==> src/rtl/pipe_pkg.sv <==
// pipe_pkg: shared pipeline-register widths, stage state encoding and helpers.
package pipe_pkg;
    localparam int ID_EX_DATA_W  = 160;
    localparam int ID_EX_CTRL_W  = 16;
    localparam int EX_MEM_DATA_W = 112;
    localparam int EX_MEM_CTRL_W = 8;
    localparam int MEM_WB_DATA_W = 72;
    localparam int MEM_WB_CTRL_W = 4;

    typedef enum logic [1:0] {
        ST_EMPTY = 2'd0,
        ST_HALF  = 2'd1,
        ST_FULL  = 2'd2
    } stage_state_e;

    function automatic logic [1:0] occ_of(stage_state_e s);
        return (s == ST_FULL) ? 2'd2 : (s == ST_HALF) ? 2'd1 : 2'd0;
    endfunction
endpackage

==> src/rtl/pipe_slot.sv <==
// pipe_slot: one valid+data+ctrl entry; clear kills valid and ctrl but keeps the payload.
module pipe_slot
    import pipe_pkg::*;
#(
    parameter int DATA_W = ID_EX_DATA_W,
    parameter int CTRL_W = ID_EX_CTRL_W
) (
    input  logic              CLK,
    input  logic              RST,
    input  logic              load_i,
    input  logic              clr_i,
    input  logic [DATA_W-1:0] data_i,
    input  logic [CTRL_W-1:0] ctrl_i,
    output logic              valid_o,
    output logic [DATA_W-1:0] data_o,
    output logic [CTRL_W-1:0] ctrl_o
);
    logic              valid_q;
    logic [DATA_W-1:0] data_q;
    logic [CTRL_W-1:0] ctrl_q;

    always_ff @(posedge CLK) begin
        if (RST) begin
            valid_q <= 1'b0;
            data_q  <= '0;
            ctrl_q  <= '0;
        end else if (load_i) begin
            valid_q <= 1'b1;
            data_q  <= data_i;
            ctrl_q  <= ctrl_i;
        end else if (clr_i) begin
            valid_q <= 1'b0;
            ctrl_q  <= '0;
        end
    end

    assign valid_o = valid_q;
    assign data_o  = data_q;
    assign ctrl_o  = ctrl_q;
endmodule

==> src/rtl/pipe_stage_reg.sv <==
// pipe_stage_reg: valid/ready pipeline register with optional skid entry, flush and stall counter.
module pipe_stage_reg
    import pipe_pkg::*;
#(
    parameter int DATA_W = ID_EX_DATA_W,
    parameter int CTRL_W = ID_EX_CTRL_W,
    parameter int SKID   = 1
) (
    input  logic              CLK,
    input  logic              RST,
    input  logic              flush,
    input  logic              in_valid,
    output logic              in_ready,
    input  logic [DATA_W-1:0] in_data,
    input  logic [CTRL_W-1:0] in_ctrl,
    output logic              out_valid,
    input  logic              out_ready,
    output logic [DATA_W-1:0] out_data,
    output logic [CTRL_W-1:0] out_ctrl,
    output logic [1:0]        occupancy,
    output logic [15:0]       stall_cnt
);
    stage_state_e      state_q, state_d;
    logic              rdy_q, rdy_d;
    logic [15:0]       stall_q, stall_d;
    logic              accept, deliver;
    logic              main_load, main_clr, skid_load, skid_clr, main_from_skid;
    logic              skid_valid;
    logic [DATA_W-1:0] skid_data;
    logic [CTRL_W-1:0] skid_ctrl;

    assign in_ready = (SKID != 0) ? rdy_q : (state_q == ST_EMPTY) | out_ready;
    assign accept   = in_valid & in_ready & ~flush;
    assign deliver  = out_valid & out_ready;

    always_comb begin
        state_d        = state_q;
        main_load      = 1'b0;
        main_clr       = 1'b0;
        skid_load      = 1'b0;
        skid_clr       = 1'b0;
        main_from_skid = 1'b0;
        if (flush) begin
            state_d  = ST_EMPTY;
            main_clr = 1'b1;
            skid_clr = 1'b1;
        end else begin
            case (state_q)
                ST_EMPTY: if (accept) begin
                    state_d   = ST_HALF;
                    main_load = 1'b1;
                end
                ST_HALF: if (deliver && accept) begin
                    main_load = 1'b1;
                end else if (deliver) begin
                    state_d  = ST_EMPTY;
                    main_clr = 1'b1;
                end else if (accept && SKID != 0) begin
                    state_d   = ST_FULL;
                    skid_load = 1'b1;
                end
                ST_FULL: if (deliver && skid_valid) begin
                    state_d        = ST_HALF;
                    main_load      = 1'b1;
                    main_from_skid = 1'b1;
                    skid_clr       = 1'b1;
                end
                default: state_d = ST_EMPTY;
            endcase
        end
        rdy_d   = state_d != ST_FULL;
        stall_d = (out_valid && !out_ready && stall_q != 16'hFFFF) ? stall_q + 16'd1 : stall_q;
    end

    always_ff @(posedge CLK) begin
        if (RST) begin
            state_q <= ST_EMPTY;
            rdy_q   <= 1'b1;
            stall_q <= '0;
        end else begin
            state_q <= state_d;
            rdy_q   <= rdy_d;
            stall_q <= stall_d;
        end
    end

    pipe_slot #(.DATA_W(DATA_W), .CTRL_W(CTRL_W)) u_main (
        .CLK    (CLK),
        .RST    (RST),
        .load_i (main_load),
        .clr_i  (main_clr),
        .data_i (main_from_skid ? skid_data : in_data),
        .ctrl_i (main_from_skid ? skid_ctrl : in_ctrl),
        .valid_o(out_valid),
        .data_o (out_data),
        .ctrl_o (out_ctrl)
    );

    pipe_slot #(.DATA_W(DATA_W), .CTRL_W(CTRL_W)) u_skid (
        .CLK    (CLK),
        .RST    (RST),
        .load_i (skid_load),
        .clr_i  (skid_clr),
        .data_i (in_data),
        .ctrl_i (in_ctrl),
        .valid_o(skid_valid),
        .data_o (skid_data),
        .ctrl_o (skid_ctrl)
    );

    assign occupancy = occ_of(state_q);
    assign stall_cnt = stall_q;
endmodule

==> config.mk <==
export PLATFORM = sky130hd
export DESIGN_NAME = pipe_stage_reg
export DESIGN_NICKNAME = d
export VERILOG_FILES = /design/src/rtl/pipe_pkg.sv /design/src/rtl/pipe_slot.sv /design/src/rtl/pipe_stage_reg.sv
export SDC_FILE = /design/constraint.sdc
export NUM_CORES = 1
export LEC_CHECK = 0
export ABC_CLOCK_PERIOD_IN_PS = 5180
export CAP_MARGIN = 15
export CELL_PAD_IN_SITES_DETAIL_PLACEMENT = 1
export CELL_PAD_IN_SITES_GLOBAL_PLACEMENT = 1
export CORE_UTILIZATION = 40
export CTS_BUF_LIST = sky130_fd_sc_hd__clkbuf_8 sky130_fd_sc_hd__clkbuf_16
export CTS_CLUSTER_SIZE = 30
export DETAILED_ROUTE_END_ITERATION = 12
export HOLD_SLACK_MARGIN = 0.08
export PLACE_DENSITY = 0.83
export SYNTH_ARGS = -nofsm -noshare
export SYNTH_HDL_FRONTEND = slang
export SYNTH_SLANG_ARGS = --single-unit
==> constraint.sdc <==
create_clock -name CLK -period 5.18 [get_ports CLK]
set_clock_uncertainty 0.2 [all_clocks]
set_input_delay 1.036 -clock CLK [delete_from_list [all_inputs] [get_ports CLK]]
set_output_delay 1.036 -clock CLK [all_outputs]
set_load 0.005 [all_outputs]
==> metrics.txt <==
post-route setup TNS 0 ns; Syn Std Cell Area 15600 sq um; via-per-instance ratio 5.57; RePlAce Congestion 0.787; initial antenna violation count 8; drt initial violations 675; PD cells 322 nW/um^2; Final Max Slew Viols 0; gr usage total 0.250; Mean Syn Cell Area 9.38 sq um; CTS Buf Count 41; Antenna Nets Post-Route 0; Fillers 4374; Worst Hold Depth 2; Final period util 0.730; H-tree depth 2; Syn Nets 1847; WP data arrival 4.05 ns; postcts setup bufs 0; Die ar. 39900 sq um; Post-CTS Hold Buffers 0; relative slew slack 0.166; CTS root buffer clkbuf_16; Starting Density 0.405; sequential share of the synthesized area 0.478; Layout area overhead 34.6%; final core occ 0.545; vias in the first global route 14400; Critical-path top delay cell o211ai_1; mean routed wirelength per cell 20.8 um; Leakage 6.81 nW; WL final 51900 um; crit-path cells clkdlybuf4s50_1 -> and4bb_2 -> o211ai_1 -> buf_4 -> and3_1 -> o2bb2ai_1; Worst-Margin Slew 1.25 ns; clock sinks 373; Yosys warning total 0; Clock transition at path regs 0.06 ns; DRC viols 0; fmax 265 MHz; Chip Width 200 um; TritonCTS clock tree built; fin nets 2130; Cell Rows 72; R2R cell count 5; first-pass GRT wire length 78900 um; CTS resizes 0; critical path type in -> reg; share of cells above drive strength 1 0.0976; number of flops mapped to enable cells by yosys 0; 1st-pass router iterations 5; ys flop type dfxtp_1; Crit path required time 5.45 ns; Top-Level Pins 377; hpwl dp 32300 um; Skew-Pair Late Insertion Delay 0.57 ns; GR Overflow Total 0; Worst Hold Class reg -> reg; max cap viols 0; largest net degree at the start of global routing 161; Setup violations, final 0; Yosys cell types 49; asr flop ratio synth 0; crit start category input port; Yosys reg bits 373; DIE HEIGHT 200 um; Worst Setup End Kind flop; count of final hold-check violations 0; Mapped Cells 1665; status finished, final reports clean; Max Root-Sink Buffers 3; Critical Path Fanout Max 17; core area 38600 sq um; unrepaired setup endpoints after global routing no; port buffer count 376; CP peak stage delay 0.71 ns; VDD IR max 0.000209 V; min cycle time layout 3.78 ns; Vias 13900
## through the flow
stage	cell area [sq um]	power, mW	instances	setup WS, ns	hold WS (ns)
final	21000	6.78	2499	1.40	0.253
after global routing	21000	7.02	2499	1.28	0.272
after CTS	21000	6.85	2496	1.43	0.255
after detailed placement	19700	3.89	2423	0.883	0.247
after global placement	19700	3.86	2423	1.02	0.241
after floorplan	15600	3.43	1665	2.47	0.236
## area by class of cell
type	instances	area [sq um]	area share
Inverter	4	15.0	0.000714
Timing Repair Buffer	398	4080	0.194
Clock buffer	50	1170	0.0558
Tap cell	518	648	0.0308
Clock inverter	23	179	0.00851
Sequential cell	373	7470	0.355
Multi-Input combinational cell	1130	7450	0.354
Antenna cell	3	7.51	0.000357
## cell usage after synthesis, types with 2 or more instances
library cell  instances  share of area
a221oi_2            100          0.096
clkbuf_1             91          0.022
nand2_1             327          0.079
o2bb2ai_1            16         0.0090
buf_1                 5         0.0012
nand3b_1              2        0.00096
buf_4                22          0.011
nor2_1              181          0.043
nor4_1                3         0.0012
nand4_1               5         0.0020
and3_1                3         0.0012
buf_2                39          0.012
or4_1                 7         0.0034
inv_1                 3        0.00072
a32oi_1              16         0.0090
a21oi_1             174          0.056
nor3_1                3        0.00096
a31oi_1               4         0.0016
and2_1                2        0.00080
nand3_1               7         0.0022
o31ai_1               7         0.0034
a221oi_1             60          0.034
mux2i_1             177           0.11
dfxtp_1             373           0.48
nor2b_1               3         0.0012
nor3_2                2         0.0013
nand2b_1              2        0.00080
o21ai_0               4         0.0013
or3_1                 7         0.0028
## metal layers
metal,global-route usage,vias up,wire length [um]
met1,0.294,6888,20900
li1,-,6520,-
met5,0,-,56
met3,0.0695,112,3520
met2,0.424,383,25700
met4,0.107,8,1830
## kinds of logic (layout without fill, tap and decap cells)
kind of cell	count (synthesis)	after routing	synth area share
and+or+nand+nor	560	560	0.145
other	0	3	0
muxes	178	178	0.114
adders and majority gates	1	1	0.000801
xor gates and xnor gates	1	1	0.000561
buffers and inverters	162	475	0.0478
AOI/OAI and AO/OA	390	390	0.214
DFF	373	373	0.478
## placed cells by master (no fill, tap or decap), types with 43 or more instances in the layout
| cell type | synthesis | layout |
|---|---|---|
| clkbuf_16 | 0 | 43 |
| mux2i_1 | 177 | 177 |
| clkdlybuf4s50_1 | 0 | 375 |
| a21oi_1 | 174 | 174 |
| a221oi_2 | 100 | 100 |
| dfxtp_1 | 373 | 373 |
| a221oi_1 | 60 | 60 |
| nand2_1 | 327 | 326 |
| nor2_1 | 181 | 181 |
## path summary, 6_finish.rpt
check	slack, ns	startpoint	to
max	1.40	flush	u_main.ctrl_o[13]$_SDFFE_PP0P_
min	0.25	u_skid.data_o[76]$_SDFFE_PP0P_	u_skid.data_o[76]$_SDFFE_PP0P_
max reg2reg	2.04	state_q[1]$_SDFF_PP0_	u_main.ctrl_o[13]$_SDFFE_PP0P_
min reg2reg	0.25	u_skid.data_o[76]$_SDFFE_PP0P_	u_skid.data_o[76]$_SDFFE_PP0P_
## where the power goes
group / internal [mW] / total [mW] / switching, mW / leakage, nW
Clock: 1.75 / 2.94 / 1.20 / 0.718
Sequential: 2.98 / 3.05 / 0.0662 / 3.04
Combinational: 0.418 / 0.788 / 0.370 / 3.05
Total: 5.14 / 6.78 / 1.63 / 6.81
## state kept, by name, indices dropped and copies added (netlist names), 2 cells and up
| name | count |
|---|---|
| stall_cnt | 16 |
| state_q | 2 |
| u_main.ctrl_o | 16 |
| u_main.data_o | 160 |
| u_skid.ctrl_o | 16 |
| u_skid.data_o | 160 |
## worst max-delay path, delay by kind of cell
| kind | cells | cell delay (ns) |
|---|---|---|
| compound gates | 2 | 0.91 |
| simple gates | 2 | 0.97 |
| buf+inv | 2 | 1.12 |
Note: power is estimated with default switching activity, not from simulation.
